==> config.mk <==
export PLATFORM = sky130hd
export DESIGN_NAME = pipeline_hazard_controller
export DESIGN_NICKNAME = d
export VERILOG_FILES = /design/src/rtl/pipeline_hazard_controller.sv
export SDC_FILE = /design/constraint.sdc
export NUM_CORES = 1
export LEC_CHECK = 0
export ABC_AREA = 1
export CORE_ASPECT_RATIO = 0.5
export CORE_UTILIZATION = 25
export CTS_CLUSTER_DIAMETER = 120
export CTS_CLUSTER_SIZE = 28
export DETAILED_ROUTE_END_ITERATION = 8
export GPL_TIMING_DRIVEN = 0
export PLACE_DENSITY = 0.59
export SYNTH_ARGS = -nofsm -noshare
export SYNTH_HDL_FRONTEND = slang
export SYNTH_SLANG_ARGS = --single-unit
export TNS_END_PERCENT = 1
==> constraint.sdc <==
create_clock -name clk -period 1.6 [get_ports clk]
set_input_delay 0.16 -clock clk [delete_from_list [all_inputs] [get_ports clk]]
set_output_delay 0.16 -clock clk [all_outputs]
set_load 0.05 [all_outputs]
==> src/rtl/pipeline_hazard_controller.sv <==
// Stall/flush sequencer for the five-stage pipeline: register load enables, bubble inserts,
// RUN/DRAIN/HALTED halt sequence and a saturating stall counter. Optional macro: FORWARDING_EN.
module pipeline_hazard_controller (
  input  logic        clk,
  input  logic        rst,
  input  logic [2:0]  idRs,
  input  logic [2:0]  idRt,
  input  logic        idRsValid,
  input  logic        idRtValid,
  input  logic        exRegWrite,
  input  logic        exMemRead,
  input  logic [2:0]  exWriteRegister,
  input  logic        memRegWrite,
  input  logic [2:0]  memWriteRegister,
  input  logic        exBranchTaken,
  input  logic        imemStall,
  input  logic        dmemStall,
  input  logic        idHalt,
  input  logic        wbHalt,
  output logic        pcWrite,
  output logic        ifidWrite,
  output logic        idexWrite,
  output logic        exmemWrite,
  output logic        memwbWrite,
  output logic        ifidFlush,
  output logic        idexFlush,
  output logic        memwbFlush,
  output logic        halted,
  output logic [15:0] stallCount
);

  typedef enum logic [1:0] {
    RUN    = 2'd0,
    DRAIN  = 2'd1,
    HALTED = 2'd2
  } stateT;

  stateT       stateR;
  stateT       stateNextS;
  logic        haltedR;
  logic [15:0] stallCountR;

  logic exMatchS;
  logic memMatchS;
  logic loadUseS;
  logic rawExS;
  logic rawMemS;
  logic dataHazardS;

  assign exMatchS  = (idRsValid && (idRs == exWriteRegister))  || (idRtValid && (idRt == exWriteRegister));
  assign memMatchS = (idRsValid && (idRs == memWriteRegister)) || (idRtValid && (idRt == memWriteRegister));
  assign rawExS    = exRegWrite && exMatchS;
  assign rawMemS   = memRegWrite && memMatchS;
  assign loadUseS  = exMemRead && rawExS;

`ifdef FORWARDING_EN
  assign dataHazardS = loadUseS;
`else
  // Without bypass paths only the register file's write-before-read covers WB.
  assign dataHazardS = rawExS || rawMemS;
`endif

  // Next-state and per-cycle enable/flush decode; reset forces everything low.
  always_comb begin
    pcWrite    = 1'b0;
    ifidWrite  = 1'b0;
    idexWrite  = 1'b0;
    exmemWrite = 1'b0;
    memwbWrite = 1'b0;
    ifidFlush  = 1'b0;
    idexFlush  = 1'b0;
    memwbFlush = 1'b0;
    stateNextS = stateR;
    if (rst) begin
      stateNextS = RUN;
    end else begin
      case (stateR)
        RUN: begin
          pcWrite    = 1'b1;
          ifidWrite  = 1'b1;
          idexWrite  = 1'b1;
          exmemWrite = 1'b1;
          memwbWrite = 1'b1;
          if (dmemStall) begin
            pcWrite    = 1'b0;
            ifidWrite  = 1'b0;
            idexWrite  = 1'b0;
            exmemWrite = 1'b0;
            memwbFlush = 1'b1;
          end else if (exBranchTaken) begin
            ifidFlush = 1'b1;
            idexFlush = 1'b1;
          end else if (dataHazardS) begin
            pcWrite   = 1'b0;
            ifidWrite = 1'b0;
            idexFlush = 1'b1;
          end else if (imemStall) begin
            pcWrite   = 1'b0;
            ifidFlush = 1'b1;
            if (idHalt) begin
              stateNextS = DRAIN;
            end else begin
              stateNextS = RUN;
            end
          end else if (idHalt) begin
            stateNextS = DRAIN;
          end else begin
            stateNextS = RUN;
          end
        end
        DRAIN: begin
          ifidWrite  = 1'b1;
          idexWrite  = 1'b1;
          exmemWrite = 1'b1;
          memwbWrite = 1'b1;
          ifidFlush  = 1'b1;
          if (dmemStall) begin
            ifidWrite  = 1'b0;
            idexWrite  = 1'b0;
            exmemWrite = 1'b0;
            memwbFlush = 1'b1;
          end else begin
            memwbFlush = 1'b0;
          end
          if (wbHalt) begin
            stateNextS = HALTED;
          end else begin
            stateNextS = DRAIN;
          end
        end
        HALTED: begin
          stateNextS = HALTED;
        end
        default: begin
          stateNextS = RUN;
        end
      endcase
    end
  end

  // State, halted flag and saturating stall counter.
  always_ff @(posedge clk or posedge rst) begin
    if (rst) begin
      stateR      <= RUN;
      haltedR     <= 1'b0;
      stallCountR <= 16'd0;
    end else begin
      stateR  <= stateNextS;
      haltedR <= (stateNextS == HALTED);
      if ((stateR == RUN) && !pcWrite && (stallCountR != 16'hFFFF)) begin
        stallCountR <= stallCountR + 16'd1;
      end
    end
  end

  assign halted     = haltedR;
  assign stallCount = stallCountR;

endmodule

Yosys cells after proc, flatten, opt, wreduce, memory -nomap -nowiden

Index checks and enable logic that the tools add are counted.

Word-level logic and storage cells: 63
Output and inout bits: 25
Bits of input ports: 24
Flip-flop bits (word level): 19

Equal/unequal tests: 8
Multiplexer cells: 37
Reduce and logical (&&, ||, !) cells: 14
$add $sub $neg: 1

Operator list:

| operator                                            | number |
|---|---|
| two-way mux 1 bit                                   | 29 |
| adder 16 x 1 -> 16 bit, second input constant       | 1 |
| != test 16 bit, second input constant               | 1 |
| equality test 3 bit                                 | 4 |
| two-way mux 2 bit                                   | 5 |
| logical AND 1 bit                                   | 8 |
| case mux 2 bit (3 select lines)                     | 1 |
| equality test 2 bit, second input constant          | 2 |
| case mux 1 bit (2 select lines)                     | 2 |
| logical OR 1 bit                                    | 3 |
| equality test 2 x 1 -> 1 bit, second input constant | 1 |
| zero test 2 bit                                     | 1 |
| OR reduction 2 bit                                  | 1 |
| zero test 1 bit                                     | 1 |

Longest topological paths before layout

Depth in word-level cells: 13
Mapped depth: 14
Mapped depth without buffers: 13

Least setup slack after synthesis

No wires, ideal clock.

Path kind: reg-to-output
Start point: reg stateR[1]
End point: out ifidWrite
Slack: -0.699 ns
Arrival time: 2.139 ns
Stages on the path, launching flop included: 4
Data required time: 1.440 ns
Path buffers: 0
Cell sequence: dfrtp_1 > nor2_1 > nand2_1 > a31oi_1

Longest elaborated chain between the ends: 3
Elaborated cells between the ends (all ways): 4
Those cells by class: eq/ne: 1; mux: 2; reduce/logical: 1

RTL lines:

| what                                                                   | RTL line | source |
|---|---|---|
| start, declared                                                        | 38       | `stateT stateR;` |
| start signal, assigned                                                 | 148      | `stateR <= stateNextS;` |
| equality test 2 x 1 -> 1 bit / zero test 2 bit (equally long branches) | 77       | `case (stateR)` |
| case mux 1 bit (2 select lines) *                                      | 77       |  |
| two-way mux 1 bit *                                                    | 74       | `if (rst) begin` |
| end, declared                                                          | 21       | `output logic ifidWrite,` |

Every way passes the cells marked *; elsewhere a longest branch is shown, timed or not.

Worst setup path after layout

Start point: reg stallCountR[0] (netlist: stallCount[0])
End point: reg stallCountR[10] (netlist: stallCount[10])

Longest elaborated chain between the ends: 2
Elaborated cells between the ends (all ways): 3
Those cells by class: add/sub: 1; eq/ne: 1; reduce/logical: 1

RTL lines:

| what                                                                           | RTL line | source |
|---|---|---|
| start, declared                                                                | 41       | `logic [15:0] stallCountR;` |
| start signal, assigned                                                         | 151      | `stallCountR <= stallCountR + 16'd1;` |
| parallel branches: the longest is 2 deep, another holds adder 16 x 1 -> 16 bit | -        |  |

Several ways; the timed one is not identified.
A chain may end at the register's enable or synchronous reset.

==> impl_metrics.env <==
export IMPL_status="finished with violations"
export IMPL_violations="negative setup slack"
export IMPL_path_class="reg -> reg"
export IMPL_syn_inst=223
export IMPL_p_per_area_mw_per_mm2=964
export IMPL_die_w_um=109
export IMPL_yosysUniqueCellTypes=24
export IMPL_finalHoldViolCount=0
export IMPL_crit_start="stallCount[0]$_DFFE_PP0P_"
export IMPL_fin_hold_ws_ns=0.160
export IMPL_cts_tree="done"
export IMPL_clk_pin_slew_ns=0.05
export IMPL_drtPass1Iterations=4
export IMPL_pre_cts_ws_ns=-1.08
export IMPL_relSlewSlack_pct=66.9
export IMPL_syn_nets=248
export IMPL_track_usage_pct=13.0
export IMPL_core_mm2=0.00518
export IMPL_nNetsFinal=314
export IMPL_p_leak_uw=0.00125
export IMPL_grt_max_degree=11
export IMPL_synth_main_ff_cell="dfrtp_1"
export IMPL_core_rowCount=18
export IMPL_hold_class="in -> async"
export IMPL_worst_pin_slew_ns=0.496
export IMPL_antenna_found_initial=0
export IMPL_die_area_mm2=0.00600
export IMPL_rsz0062_at_grt="true"
export IMPL_routedWlPerCell_um=10.9
export IMPL_syn_cell_area_mm2=0.00142
export IMPL_fin_crit_sh_pct=102
export IMPL_die_y_um=55.3
export IMPL_nFillCells=542
export IMPL_period_needed_ns=1.63
export IMPL_max_cap_violations=0
export IMPL_cts_sinks=19
export IMPL_drt_iter0_drc=76
export IMPL_dp_hpwl_mm=2.83
export IMPL_route_detailed_drc=0
export IMPL_crit_arrival_ns=1.82
export IMPL_fmax_mhz=615
export IMPL_clockRootBuffer="clkbuf_16"
export IMPL_ir_worst_vdd_v=0.000416
export IMPL_holdBufCountCts=0
export IMPL_layout_common_cells="nand2_1 (85), nor2_1 (22), dlygate4sd2_1 (20)"
export IMPL_final_antenna_net_count=0
export IMPL_first_global_vias=1439
export IMPL_r2r_start="stallCount[0]$_DFFE_PP0P_"
export IMPL_final_common_cell="nand2_1"
export IMPL_path_max_fanout=5
export IMPL_gp_congestion=0.855
export IMPL_diodes=0
export IMPL_setup_viol=12
export IMPL_initial_core_util_pct=27.4
export IMPL_drt_wl_total_mm=3.89
export IMPL_ios=49
export IMPL_vias=1572
export IMPL_worst_slack_ns=-0.0270
export IMPL_drive_above_1_share_pct=24.0
export IMPL_area_delta_synth_final_pct=62.1
export IMPL_crit_path_end_kind="flop"
export IMPL_ys_seq_area_share_pct=33.5
export IMPL_synth_edf_count=0
export IMPL_start_kind="flop"
export IMPL_via_per_inst=4.39
export IMPL_numCtsBuffers=3
export IMPL_io_buffers=47
export IMPL_yosys_warnings=0
export IMPL_maxSlewViolCount=0
export IMPL_synth_seq_cells=19
export IMPL_grt_ovfl_total=0
export IMPL_cp_required_ns=1.79
export IMPL_fin_skew_ns=0.00279
export IMPL_cts_max_level=1
export IMPL_grt_pass1_wl_mm=6.30
export IMPL_synth_async_reset_ratio_pct=100
export IMPL_clk_latency_ns=0.25
export IMPL_synth_area_per_cell_um2=6.36
export IMPL_clock_path_buffers=2
-- worst max-delay path, cell delays in order (launching register included) --
cell	delay (ns)
dfrtp_2	0.39
ha_4	0.15
nand3_4	0.11
inv_4	0.09
nand2_4	0.05
nor2_4	0.11
nand3_2	0.08
o21ai_2	0.13
inv_2	0.08
nand2_4	0.12
clkbuf_16	0.15
nand2_1	0.04
nand2_1	0.06
-- state kept, by name, indices dropped and copies added, names as in the netlist --
signal      count
stateR          2
stallCount     16
halted          1
-- what timing repair did --
| item | 4_1_cts | 5_1_grt |
|---|---|---|
| gates cloned | 1 | 1 |
| gates resized for setup | 69 | 39 |
| setup buffers | 1 | 11 |
| endpoints found under the setup margin | 40 | 23 |
| pin swaps | 4 | 9 |
-- cell usage after synthesis (2+ instances only) --
library cell  instances  share of area (%)
nand3_1              22                7.8
o21ai_0               2               0.71
nand2_1              91                 24
nor3_1                3                1.1
inv_1                23                6.1
nor2_1               25                6.6
buf_2                 2               0.71
nor2_2                2               0.88
dfrtp_1              19                 34
nand4_1               5                2.2
a21oi_1               3                1.1
xnor2_1               5                3.1
xor2_1                9                5.6
nand2_2               2               0.88
-- stage by stage --
stage	utilization (%)	instances	area (um^2)	total power (uW)	TNS [ns]
6_report	44.4	358	2300	2220	-0.167
5_1_grt	44.4	358	2300	2350	-1.58
4_1_cts	41.2	346	2130	2110	-1.66
3_5_place_dp	39.4	340	2040	1640	-9.63
3_3_place_gp	39.4	340	2040	1640	-9.79
2_1_floorplan	-	223	1480	1330	-3.40
-- routing by layer --
layer  share of wire, %  wire [um]  track usage (%)  vias to the layer above
met5                  0          0                0                        -
met4               0.77         30             2.90                        0
met3                4.1        159             2.13                        2
met2                 49       1900             22.5                       26
met1                 46       1800             16.9                      721
li1                   -          -                -                      823
-- layout make-up --
type                       count  area, um^2  share of cell area, %
multi-input combinational    176         933                   40.6
timing repair buffer          60         556                   24.2
sequential                    19         487                   21.2
inverter                      24         104                   4.52
tap                           70        87.6                   3.81
clock buffer                   4        78.8                   3.43
buffer                         4        48.8                   2.12
timing repair inverter         1        5.00                  0.218
-- kinds of logic after synthesis --
logic type | Yosys count | synth area share, %
buffers and inverters | 28 | 8.38
xor gates and xnor gates | 14 | 8.64
DFF | 19 | 33.5
adders and majority gates | 1 | 0.882
and+or+nand+nor | 154 | 45.8
AOI/OAI and AO/OA | 7 | 2.82
-- worst paths after layout --
check | cells after the start | endpoint | slack (ns)
worst min-delay path | 2 | stallCount[5]$_DFFE_PP0P_ | 0.16
max in group asynchronous | 2 | stallCount[1]$_DFFE_PP0P_ | 1.10
worst min register to register | 2 | stallCount[6]$_DFFE_PP0P_ | 0.56
worst max register to register | 12 | stallCount[10]$_DFFE_PP0P_ | -0.03
min in group clk | 2 | stateR[0]$_DFF_PP0_ | 0.45
worst max-delay path | 12 | stallCount[10]$_DFFE_PP0P_ | -0.03
-- power breakdown --
part	internal [uW]	switching [uW]
Combinational	392	613
Sequential	572	129
Clock	339	172
Total	1300	914
Note: power is estimated with default switching activity, not from simulation.
